**src/rtl/risc_v_lsu_bus_master.sv**
```systemverilog
// Load/store bus master: one op at a time, RMW for SB/SH, sign/zero-extended loads.
// Optional bus timeout is enabled by defining RISC_V_LSU_TIMEOUT_EN.
module risc_v_lsu_bus_master #(
  parameter int DATA_W         = 32,
  parameter int TIMEOUT_CYCLES = 16
) (
  input  logic              clk,
  input  logic              rst_n,
  input  logic              req_valid,
  output logic              req_ready,
  input  logic              req_write,
  input  logic [2:0]        req_funct3,
  input  logic [DATA_W-1:0] req_addr,
  input  logic [DATA_W-1:0] req_wdata,
  output logic              resp_valid,
  output logic [DATA_W-1:0] resp_rdata,
  output logic              resp_err,
  output logic              lsu_stall,
  output logic [DATA_W-1:0] mem_bus_rd_addr,
  output logic [DATA_W-1:0] mem_bus_wr_addr,
  output logic              mem_bus_read,
  output logic              mem_bus_write,
  output logic [DATA_W-1:0] mem_bus_wr_data,
  input  logic [DATA_W-1:0] mem_bus_rd_data,
  input  logic              mem_bus_ack
);

  // Handshake: a request transfers on a rising edge where req_valid and req_ready
  // are both high; req_ready is high only in IDLE. Bus strobes are held until the
  // edge that samples mem_bus_ack and drop in the following cycle.
  typedef enum logic [1:0] {IDLE, RD, WR, RESP} state_t;

  state_t            state;
  logic              write_q;
  logic [2:0]        funct3_q;
  logic [DATA_W-1:0] addr_q;
  logic [DATA_W-1:0] wdata_q;

  logic              f3_ok;
  logic              misal;
  logic              req_err;
  logic [DATA_W-1:0] req_waddr;
  logic [DATA_W-1:0] cur_waddr;
  logic              tmo_hit;

  always_comb begin
    f3_ok = 1'b0;
    misal = 1'b0;
    case (req_funct3)
      3'b000: f3_ok = 1'b1;
      3'b001: begin f3_ok = 1'b1; misal = req_addr[0]; end
      3'b010: begin f3_ok = 1'b1; misal = |req_addr[1:0]; end
      3'b100: f3_ok = !req_write;
      3'b101: begin f3_ok = !req_write; misal = req_addr[0]; end
      default: f3_ok = 1'b0;
    endcase
  end

  assign req_err   = !f3_ok || misal;
  assign req_waddr = {req_addr[DATA_W-1:2], 2'b00};
  assign cur_waddr = {addr_q[DATA_W-1:2], 2'b00};
  assign lsu_stall = (state != IDLE);

  function automatic logic [DATA_W-1:0] load_ext(input logic [DATA_W-1:0] w,
                                                 input logic [2:0] f3,
                                                 input logic [1:0] off);
    logic [7:0]  b;
    logic [15:0] h;
    b = w[{off, 3'b000} +: 8];
    h = w[{off[1], 4'b0000} +: 16];
    case (f3)
      3'b000:  load_ext = {{(DATA_W-8){b[7]}}, b};
      3'b100:  load_ext = {{(DATA_W-8){1'b0}}, b};
      3'b001:  load_ext = {{(DATA_W-16){h[15]}}, h};
      3'b101:  load_ext = {{(DATA_W-16){1'b0}}, h};
      default: load_ext = w;
    endcase
  endfunction

  // Splice store data into the word fetched by the RMW read phase.
  function automatic logic [DATA_W-1:0] merge(input logic [DATA_W-1:0] w,
                                              input logic [2:0] f3,
                                              input logic [1:0] off,
                                              input logic [DATA_W-1:0] wd);
    merge = w;
    if (f3[1:0] == 2'b00) merge[{off, 3'b000} +: 8] = wd[7:0];
    else                  merge[{off[1], 4'b0000} +: 16] = wd[15:0];
  endfunction

`ifdef RISC_V_LSU_TIMEOUT_EN
  localparam int TW = $clog2(TIMEOUT_CYCLES + 1);
  logic [TW-1:0] tmo_cnt;

  assign tmo_hit = (state == RD || state == WR) && !mem_bus_ack &&
                   (tmo_cnt == TW'(TIMEOUT_CYCLES - 1));

  always_ff @(posedge clk or negedge rst_n) begin
    if (!rst_n) begin
      tmo_cnt <= '0;
    end else if ((state == RD || state == WR) && !mem_bus_ack && !tmo_hit) begin
      tmo_cnt <= tmo_cnt + 1'b1;
    end else begin
      tmo_cnt <= '0;
    end
  end
`else
  assign tmo_hit = 1'b0;
`endif

  always_ff @(posedge clk or negedge rst_n) begin
    if (!rst_n) begin
      state           <= IDLE;
      write_q         <= 1'b0;
      funct3_q        <= 3'b000;
      addr_q          <= '0;
      wdata_q         <= '0;
      req_ready       <= 1'b1;
      resp_valid      <= 1'b0;
      resp_rdata      <= '0;
      resp_err        <= 1'b0;
      mem_bus_rd_addr <= '0;
      mem_bus_wr_addr <= '0;
      mem_bus_read    <= 1'b0;
      mem_bus_write   <= 1'b0;
      mem_bus_wr_data <= '0;
    end else begin
      resp_valid <= 1'b0;
      case (state)
        IDLE: begin
          if (req_valid) begin
            write_q   <= req_write;
            funct3_q  <= req_funct3;
            addr_q    <= req_addr;
            wdata_q   <= req_wdata;
            req_ready <= 1'b0;
            if (req_err) begin
              state      <= RESP;
              resp_valid <= 1'b1;
              resp_err   <= 1'b1;
              resp_rdata <= '0;
            end else if (req_write && req_funct3 == 3'b010) begin
              state           <= WR;
              mem_bus_write   <= 1'b1;
              mem_bus_wr_addr <= req_waddr;
              mem_bus_wr_data <= req_wdata;
            end else begin
              state           <= RD;
              mem_bus_read    <= 1'b1;
              mem_bus_rd_addr <= req_waddr;
            end
          end
        end
        RD: begin
          if (mem_bus_ack) begin
            mem_bus_read <= 1'b0;
            if (write_q) begin
              state           <= WR;
              mem_bus_write   <= 1'b1;
              mem_bus_wr_addr <= cur_waddr;
              mem_bus_wr_data <= merge(mem_bus_rd_data, funct3_q, addr_q[1:0], wdata_q);
            end else begin
              state      <= RESP;
              resp_valid <= 1'b1;
              resp_err   <= 1'b0;
              resp_rdata <= load_ext(mem_bus_rd_data, funct3_q, addr_q[1:0]);
            end
          end else if (tmo_hit) begin
            mem_bus_read <= 1'b0;
            state        <= RESP;
            resp_valid   <= 1'b1;
            resp_err     <= 1'b1;
            resp_rdata   <= '0;
          end
        end
        WR: begin
          if (mem_bus_ack || tmo_hit) begin
            mem_bus_write <= 1'b0;
            state         <= RESP;
            resp_valid    <= 1'b1;
            resp_err      <= !mem_bus_ack;
            resp_rdata    <= '0;
          end
        end
        default: begin
          state     <= IDLE;
          req_ready <= 1'b1;
          resp_err  <= 1'b0;
        end
      endcase
    end
  end

endmodule

```
**config.mk**
```make
export PLATFORM = sky130hd
export DESIGN_NAME = risc_v_lsu_bus_master
export DESIGN_NICKNAME = d
export VERILOG_FILES = /design/src/rtl/risc_v_lsu_bus_master.sv
export SDC_FILE = /design/constraint.sdc
export NUM_CORES = 1
export LEC_CHECK = 0
export CAP_MARGIN = 20
export CORE_UTILIZATION = 50
export CTS_BUF_LIST = sky130_fd_sc_hd__clkbuf_8
export CTS_CLUSTER_SIZE = 12
export DETAILED_ROUTE_END_ITERATION = 6
export PLACE_DENSITY = 0.87
export SLEW_MARGIN = 20
export SYNTH_ARGS = -nofsm -noshare
export SYNTH_HDL_FRONTEND = slang
export SYNTH_SLANG_ARGS = --single-unit
```
**constraint.sdc**
```tcl
create_clock -name clk -period 5.51 [get_ports clk]
set_input_delay 1.102 -clock clk [delete_from_list [all_inputs] [get_ports clk]]
set_output_delay 1.102 -clock clk [all_outputs]
set_load 0.005 [all_outputs]
```
==> flow_summary.json, run 1 <==
{
  "met1_length_mm": 10.7,
  "synthCells": 796,
  "final_cells": 1245,
  "tightest_slew_ns": 1.11,
  "synth_area_leaders": "dfrtp_1 (48%), mux2_2 (24%), o31ai_1 (4.3%), a221oi_1 (3.0%), o2bb2ai_1 (2.9%)",
  "worst_setup_path_start_kind": "input port",
  "synth.most_common_cell": "mux2_2",
  "rsz0062_at_grt": "false",
  "synthFlopType": "dfrtp_1",
  "final_antenna_net_count": 0,
  "gp_congestion": 0.973,
  "synth.cell_area_mm2": 0.00950,
  "drtIter0Drc": 626,
  "grt_pass1_wl_mm": 43.0,
  "clk_path_buf_depth": 2,
  "die_area_mm2": 0.0196,
  "syn2layout_area_growth_pct": 30.3,
  "grt_pass1_vias": 7892,
  "p_per_area_mw_per_mm2": 605,
  "port-buffer-count": 233,
  "cts_resized": 0,
  "finalCritPeriodShare_pct": 60.5,
  "dp_hpwl_mm": 19.2,
  "critPathMaxStageDelay_ns": 0.59,
  "clk-insertion-delay-late_ns": 0.47,
  "placed_cells": 1212,
  "h-tree-depth": 4,
  "path_max_fanout": 31,
  "ir_drop_uv": 297,
  "synthArstFlopShare_pct": 100,
  "cts_setup_buffers": 0,
  "clock-root-buffer": "clkbuf_8",
  "path_cells": "clkdlybuf4s50_1 -> nor4_2 -> o31a_1 -> buf_4 -> or3_1 -> buf_4 -> o31ai_1",
  "drc": 0,
  "yosysTopAreaCell": "dfrtp_1",
  "grt_max_degree": 109,
  "place_area_mm2": 0.0120,
  "ioPinCount": 238,
  "hold_viol": 0,
  "ys_types": 51,
  "routed-wl-met2_mm": 13.2,
  "drv_slew": 0,
  "setup_tns_ns": 0,
  "ys_warn_count": 0,
  "cts_hold_buffers": 0,
  "drt_pass1_iterations": 5,
  "rows": 50,
  "max_cap_viol_count": 0,
  "fp.coreArea_mm2": 0.0186,
  "die_w_um": 140,
  "p_leak_nw": 4.99,
  "status": "complete, no violations",
  "arrival_ns": 3.67,
  "min_period_ns": 3.34,
  "cp_common_cell": "buf_4",
  "initial_core_util_pct": 51.0,
  "clock-sinks": 183,
  "finalNetCount": 1110,
  "top_layer": "met4",
  "endpoint_kind": "flop",
  "required_ns": 5.84,
  "ys_seq_area_share_pct": 48.2,
  "layout-drive-gt1-share_pct": 26.6,
  "vias": 7736,
  "overflow": 0,
  "fin_area_mm2": 0.0124,
  "chipHeight_um": 140,
  "min_path_type": "flop to flop",
  "cp_top_family": "buffers and inverters",
  "synth_top_area_share_pct": 47.9,
  "wl_met3_mm": 2.69,
  "final_util_pct": 66.4,
  "finalClockSkew_ns": 0.0135,
  "syn_area_per_cell_um2": 11.9,
  "wl_per_cell_um": 22.0,
  "yosys-top-cells-count": "mux2_2 (203), dfrtp_1 (182), o31ai_1 (55)",
  "path_class": "input port to flop",
  "cpMaxStageDelayCell": "or3_1",
  "synth_edf_count": 0,
  "cts_tree": "built",
  "drt_wl_total_mm": 27.4,
  "antenna_found_initial": 1,
  "routed_via_density": 6.21,
  "gr-usage-all-layers_pct": 28.6,
  "slew-limit-headroom_pct": 26.0,
  "fmax_mhz": 300,
  "numCtsBuffers": 17,
  "ys_seq_elements": 183,
  "setup_viol": 0,
  "clkSlewWorstSetupHoldPaths_ns": 0.10,
  "crit_buf_inv": 3
}
[where the power goes]
part	total, mW	switching [mW]	internal [mW]
combinational	4.05	1.86	2.19
clock	0.935	0.549	0.386
sequential	2.52	0.485	2.03
total	7.50	2.89	4.61
[through the flow]
step | setup WS (ns) | hold slack, ns | power, mW
2_1_floorplan | 2.90 | 0.474 | 4.81
3_3_place_gp | 1.79 | 0.482 | 6.40
3_5_place_dp | 1.72 | 0.491 | 6.55
4_1_cts | 2.23 | 0.515 | 7.49
5_1_grt | 2.03 | 0.529 | 7.96
6_report | 2.17 | 0.509 | 7.50
[worst register-to-register path, stage by stage (launching register included)]
cell and delay (ns):
dfrtp_1 0.43, inv_1 0.10, ha_1 0.45, inv_1 0.20
o31a_1 0.34, buf_4 0.23, or3_1 0.63, buf_4 0.32
o31ai_1 0.28
[layer usage]
layer | global-route usage, % | vias to the layer above
met1 | 35.3 | 3845
met4 | 11.3 | 0
li1 | - | 3423
met2 | 47.3 | 407
met5 | 0 | -
met3 | 8.40 | 61
[state kept, by name (all words and copies together) (netlist names), 2 cells and up]
register         count
state                2
mem_bus_wr_data     32
resp_rdata          32
mem_bus_rd_addr     30
funct3_q             3
mem_bus_wr_addr     30
addr_q              32
wdata_q             16
[kinds of logic (layout without fill, tap and decap cells)]
family / Yosys count / in the layout / share of synthesized area (%)
other cells: 1 / 5 / 0.0395
simple gates: 67 / 67 / 4.02
buf+inv: 88 / 299 / 4.03
compound gates: 241 / 241 / 18.0
flops: 183 / 183 / 48.2
fa+ha+maj: 9 / 9 / 1.19
mux: 207 / 207 / 24.5
[area by class of cell]
cell class	instances	area, µm²
fill	1392	6260
sequential	183	4580
multi-input combinational	528	4570
timing repair buffer	251	2470
tap	234	293
clock buffer	17	234
clock inverter	15	170
inverter	16	60.1
antenna	1	2.50
[worst paths after layout]
check / start / end / slack (ns) / cells after the start
setup / recovery: req_funct3[2] / resp_rdata[30] / 2.17 / 7
hold / removal: addr_q[29] / addr_q[29] / 0.51 / 1
hold reg to reg: addr_q[29] / addr_q[29] / 0.51 / 1
setup reg to reg: state[0] / resp_rdata[30] / 2.44 / 8
max in group asynchronous: rst_n / wdata_q[11] / 3.64 / 2
min in group asynchronous: rst_n / mem_bus_rd_addr[22] / 0.74 / 1
[cell usage in the layout (no fill, tap or decap), drive strengths merged, types with 6 or more instances in the layout]
master         Yosys  final
clkdlybuf4s50      0    232
mux2             203    203
dfrtp            182    182
o31ai             55     55
o21ai             51     51
a21oi             36     36
a221oi            33     33
o2bb2ai           32     32
inv               16     27
buf               31     19
nor2              18     18
clkbuf            41     17
nand2             13     13
ha                 9      9
o22ai              8      8
o41ai              6      6
Power figures use the tool's default switching activity.
==> run 2: changes to the inputs <==
--- a/config.mk
+++ b/config.mk
@@ -6,11 +6,11 @@
 export NUM_CORES = 1
 export LEC_CHECK = 0
 export CAP_MARGIN = 20
-export CORE_UTILIZATION = 50
+export CORE_UTILIZATION = 46
 export CTS_BUF_LIST = sky130_fd_sc_hd__clkbuf_8
 export CTS_CLUSTER_SIZE = 12
 export DETAILED_ROUTE_END_ITERATION = 6
-export PLACE_DENSITY = 0.87
+export PLACE_DENSITY = 0.85
 export SLEW_MARGIN = 20
 export SYNTH_ARGS = -nofsm -noshare
 export SYNTH_HDL_FRONTEND = slang
==> constraint.sdc (replaced) <==
create_clock -name clk -period 2.81 [get_ports clk]
set_input_delay 0.562 -clock clk [delete_from_list [all_inputs] [get_ports clk]]
set_output_delay 0.562 -clock clk [all_outputs]
set_load 0.005 [all_outputs]
==> run 2 against run 1 <==
Sequential share of layout area is 0.66 points lower; design area is 1.8% higher; non-clock buffer count rose by 14; first-iteration DRC count increased by 27%; clock skew is 0.0012 ns lower; critical path depth decreased by 3; via count up 1.1%; hold slack worse by 0.45 ns; critical endpoint is now lsu_stall; clock power grew 110%.
==> flow_summary.json, run 2 (synthesis gave the netlist of run 1 again) <==
{
  "cts_tree": "built",
  "clkSlewWorstSetupHoldPaths_ns": 0.10,
  "drtIter0Drc": 795,
  "p_per_area_mw_per_mm2": 1180,
  "fin_area_mm2": 0.0126,
  "pwr-share-clk_pct": 13.0,
  "place_area_mm2": 0.0122,
  "fin_ws_ns": 0.269,
  "final_util_pct": 62.3,
  "vias": 7819,
  "routed_via_density": 6.04,
  "rows": 52,
  "port-buffer-count": 233,
  "max_cap_viol_count": 0,
  "arrival_ns": 1.98,
  "h-tree-depth": 4,
  "final_common_cell": "clkdlybuf4s50_1",
  "post-place-ws_ns": 0.0469,
  "tightest_slew_ns": 0.904,
  "min_period_ns": 2.54,
  "cts_resized": 0,
  "clk_path_buf_depth": 2,
  "pwr-share-comb_pct": 54.2,
  "cts_hold_buffers": 0,
  "finalClockSkew_ns": 0.0122,
  "die_w_um": 146,
  "drv_slew": 0,
  "power.net_switching_mw": 5.72,
  "top_regs": "addr_q (32), mem_bus_wr_data (32), resp_rdata (32)",
  "rsz0062_at_grt": "false",
  "grt_pass1_vias": 7976,
  "layout-drive-gt1-share_pct": 27.5,
  "die_area_mm2": 0.0212,
  "syn2layout_area_growth_pct": 32.7,
  "fmax_mhz": 394,
  "grt_max_degree": 62,
  "finalNetCount": 1124,
  "p_int_mw": 9.22,
  "hold_viol": 0,
  "setup_tns_ns": 0,
  "numCtsBuffers": 17,
  "p_sw_share_pct": 38.3,
  "initial_core_util_pct": 47.0,
  "drt_pass1_iterations": 5,
  "gr-usage-all-layers_pct": 27.0,
  "placed_cells": 1262,
  "worst_setup_path_start_kind": "flop",
  "endpoint_kind": "output port",
  "clock-sinks": 183,
  "setup_viol": 0,
  "clk-insertion-delay-late_ns": 0.47,
  "status": "complete, no violations",
  "p_leak_nw": 5.09,
  "finalPower_mw": 14.9,
  "antenna_found_initial": 2,
  "nFillCells": 1577,
  "layout_common_cells": "clkdlybuf4s50_1 (232), mux2_2 (203), dfrtp_1 (181)",
  "min_path_type": "input port to asynchronous set/reset pin",
  "cts_setup_buffers": 0,
  "overflow": 0,
  "hold_slack_ns": 0.0584,
  "final_antenna_net_count": 0,
  "power_frac_seq_pct": 32.8,
  "dp_hpwl_mm": 19.8,
  "gp_congestion": 0.946,
  "wl_per_cell_um": 21.8,
  "drc": 0,
  "grt_pass1_wl_mm": 44.7,
  "fp.coreArea_mm2": 0.0202,
  "path_max_fanout": 8,
  "final_cells": 1295,
  "ir_drop_uv": 593,
  "chipHeight_um": 146,
  "clock-root-buffer": "clkbuf_8",
  "path_class": "flop to output port",
  "finalCritPeriodShare_pct": 90.4,
  "required_ns": 2.25,
  "slew-limit-headroom_pct": 39.5,
  "ioPinCount": 238,
  "drt_wl_total_mm": 28.2
}
## run 2: power groups by stage
stage | Combinational, mW | Sequential, mW | Clock (mW)
5_1_grt | 8.71 | 5.06 | 2.07
2_1_floorplan | 4.67 | 4.76 | 0
4_1_cts | 8.08 | 4.88 | 1.98
3_3_place_gp | 7.84 | 4.82 | 0
6_report | 8.10 | 4.90 | 1.94
3_5_place_dp | 8.02 | 4.91 | 0
## run 2: final cells by class
type / instances / area, µm² / share of cell area, %
Clock inverter: 15 / 203 / 1.61
Multi-Input combinational cell: 528 / 4570 / 36.2
Inverter: 16 / 60.1 / 0.476
Timing Repair Buffer: 265 / 2620 / 20.8
Clock buffer: 17 / 234 / 1.86
Tap cell: 270 / 338 / 2.68
Sequential cell: 183 / 4580 / 36.3
Antenna cell: 1 / 2.50 / 0.0198
## run 2: worst paths after layout
kind	startpoint	endpoint	slack [ns]	depth (start not counted)
min in group clk	resp_err	resp_err	0.51	1
max in group asynchronous	rst_n	req_ready	2.00	2
worst min-delay path	rst_n	mem_bus_rd_addr[27]	0.06	1
worst max-delay path	state[0]	lsu_stall	0.27	4
worst max register to register	state[1]	resp_rdata[11]	0.33	7
worst min register to register	resp_err	resp_err	0.51	1
## run 2: metal layers
layer | vias up | track usage [%] | share of wire (%)
met5 | - | 0 | 0
met4 | 0 | 11.3 | 3.4
met3 | 86 | 7.96 | 9.9
met2 | 394 | 43.3 | 47
met1 | 3886 | 34.2 | 39
li1 | 3453 | - | -
## run 2: worst max-delay path, cell delays in order (launching register included)
cell and delay, ns:
dfrtp_1 0.42, inv_1 0.08, ha_1 0.29, inv_1 0.16
clkdlybuf4s50_1 0.55
==> run 3: changes to the inputs <==
--- a/config.mk
+++ b/config.mk
@@ -5,8 +5,9 @@
 export SDC_FILE = /design/constraint.sdc
 export NUM_CORES = 1
 export LEC_CHECK = 0
-export CAP_MARGIN = 20
-export CORE_UTILIZATION = 46
+export CELL_PAD_IN_SITES_DETAIL_PLACEMENT = 0
+export CELL_PAD_IN_SITES_GLOBAL_PLACEMENT = 2
+export CORE_UTILIZATION = 30
 export CTS_BUF_LIST = sky130_fd_sc_hd__clkbuf_8
 export CTS_CLUSTER_SIZE = 12
 export DETAILED_ROUTE_END_ITERATION = 6
==> run 3 against run 2 <==
The run now ends with DRC left; total power grew 0.52%; via count shrank 2.7%; global-route usage shrank 8.2 points; critical path depth is the same; clock-buffer cell count is the same; routed wire length grew 6.7%; clock skew grew 0.0078 ns; die area grew 53%; design area grew 1.4%; setup slack lost 0.0063 ns; register-to-register slack gained 0.06 ns; cell count grew 9.7%; largest power group unchanged.
==> flow_summary.json, run 3 (synthesis gave the netlist of run 1 again) <==
{
  "rows": 64,
  "numCtsBuffers": 17,
  "use_met1_pct": 24.7,
  "final_antenna_net_count": 0,
  "required_ns": 2.25,
  "grt_use_met2_pct": 29.9,
  "finalCritPeriodShare_pct": 90.7,
  "fmax_mhz": 393,
  "port-buffer-count": 233,
  "grt_pass1_wl_mm": 47.1,
  "violations": "DRC",
  "initial_core_util_pct": 30.7,
  "chipHeight_um": 180,
  "cts_resized": 0,
  "ioPinCount": 238,
  "layout-drive-gt1-share_pct": 27.5,
  "hold_viol": 0,
  "setup_viol": 0,
  "slew-limit-headroom_pct": 36.6,
  "wl_per_cell_um": 21.2,
  "min_period_ns": 2.55,
  "vias": 7608,
  "drc": 32,
  "status": "complete, but fails checks",
  "p_per_area_mw_per_mm2": 1170,
  "ir_drop_uv": 551,
  "layout_common_cells": "clkdlybuf4s50_1 (232), mux2_2 (203), dfrtp_1 (181)",
  "grt_max_degree": 74,
  "endpoint_kind": "output port",
  "finalClockSkew_ns": 0.0201,
  "path_class": "flop to output port",
  "gr-usage-met3_pct": 6.16,
  "gp_congestion": 0.825,
  "antenna_found_initial": 2,
  "routed_via_density": 5.36,
  "path_max_fanout": 6,
  "clkSlewWorstSetupHoldPaths_ns": 0.13,
  "clock-root-buffer": "clkbuf_8",
  "clk-insertion-delay-late_ns": 0.49,
  "clk_path_buf_depth": 2,
  "syn2layout_area_growth_pct": 34.6,
  "drv_slew": 0,
  "worst_setup_path_start_kind": "flop",
  "drt_wl_total_mm": 30.1,
  "final_util_pct": 41.4,
  "cts_tree": "built",
  "finalNetCount": 1123,
  "overflow": 0,
  "cts_setup_buffers": 0,
  "cts_hold_buffers": 0,
  "die_area_mm2": 0.0324,
  "finalPower_mw": 15.0,
  "drtIter0Drc": 672,
  "min_path_type": "input port to asynchronous set/reset pin",
  "clock-sinks": 183,
  "p_leak_nw": 5.10,
  "final_common_cell": "clkdlybuf4s50_1",
  "h-tree-depth": 4,
  "grt_pass1_vias": 7787,
  "dp_hpwl_mm": 21.5,
  "top_regs": "addr_q (32), mem_bus_wr_data (32), resp_rdata (32)",
  "setup_tns_ns": 0,
  "drt_pass1_iterations": 7,
  "fp.coreArea_mm2": 0.0309,
  "die_w_um": 180,
  "rsz0062_at_grt": "false",
  "gr-max-usage-layer": "met2",
  "arrival_ns": 1.99,
  "tightest_slew_ns": 0.948,
  "max_cap_viol_count": 0,
  "gr-usage-all-layers_pct": 18.9
}
[run 3: changes by cell type in the layout (fill, tap and decap cells not counted), sizes merged]
cell,previous run,this run
bufinv,2,0
buf,33,31
inv,23,25
clkinvlp,1,0
clkinv,5,6
clkbuf,17,18
[run 3: worst paths after layout]
check | slack, ns | from | cells past startpoint | end
setup reg to reg | 0.39 | state[1] | 7 | resp_rdata[10]
hold reg to reg | 0.52 | addr_q[26] | 1 | addr_q[26]
max in group asynchronous | 2.00 | rst_n | 2 | mem_bus_wr_addr[15]
hold / removal | 0.09 | rst_n | 1 | mem_bus_rd_addr[25]
setup / recovery | 0.26 | state[0] | 4 | lsu_stall
min in group clk | 0.52 | addr_q[26] | 1 | addr_q[26]
[run 3: report_power, final]
group	internal [mW]	leakage [nW]	switching [mW]
combinational	4.41	2.64	3.71
sequential	3.98	2.24	0.931
clock	0.735	0.222	1.26
[run 3: layout make-up]
class | count | area, µm²
Timing Repair Buffer | 264 | 2630
Multi-Input combinational cell | 528 | 4570
Inverter | 16 | 60.1
Antenna cell | 1 | 2.50
Fill cell | 2933 | 18100
Clock inverter | 15 | 220
Clock buffer | 17 | 234
Tap cell | 396 | 495
Sequential cell | 183 | 4580
[run 3: worst max-delay path, cell delays in order, from the launching register on]
cell and delay, ns:
dfrtp_1 0.42, inv_1 0.08, ha_1 0.29, inv_1 0.19
clkdlybuf4s50_1 0.53
[run 3: metal layers]
| metal | vias to the layer above | share of wire (%) |
|---|---|---|
| met5 | - | 0.027 |
| met4 | 2 | 1.3 |
| met3 | 25 | 8.5 |
| met2 | 297 | 47 |
| met1 | 3821 | 44 |
| li1 | 3463 | - |
[run 3: metrics by stage]
stage / worst slack, ns / instance area [µm²] / hold slack (ns) / cells
detailed placement: 0.0953 / 12300 / 0.491 / 1387
floorplan: 0.547 / 9510 / 0.266 / 799
global placement: 0.118 / 12300 / 0.481 / 1387
finish: 0.263 / 12800 / 0.0946 / 1420
global route: 0.139 / 12800 / 0.112 / 1419
CTS: 0.218 / 12800 / 0.0880 / 1419
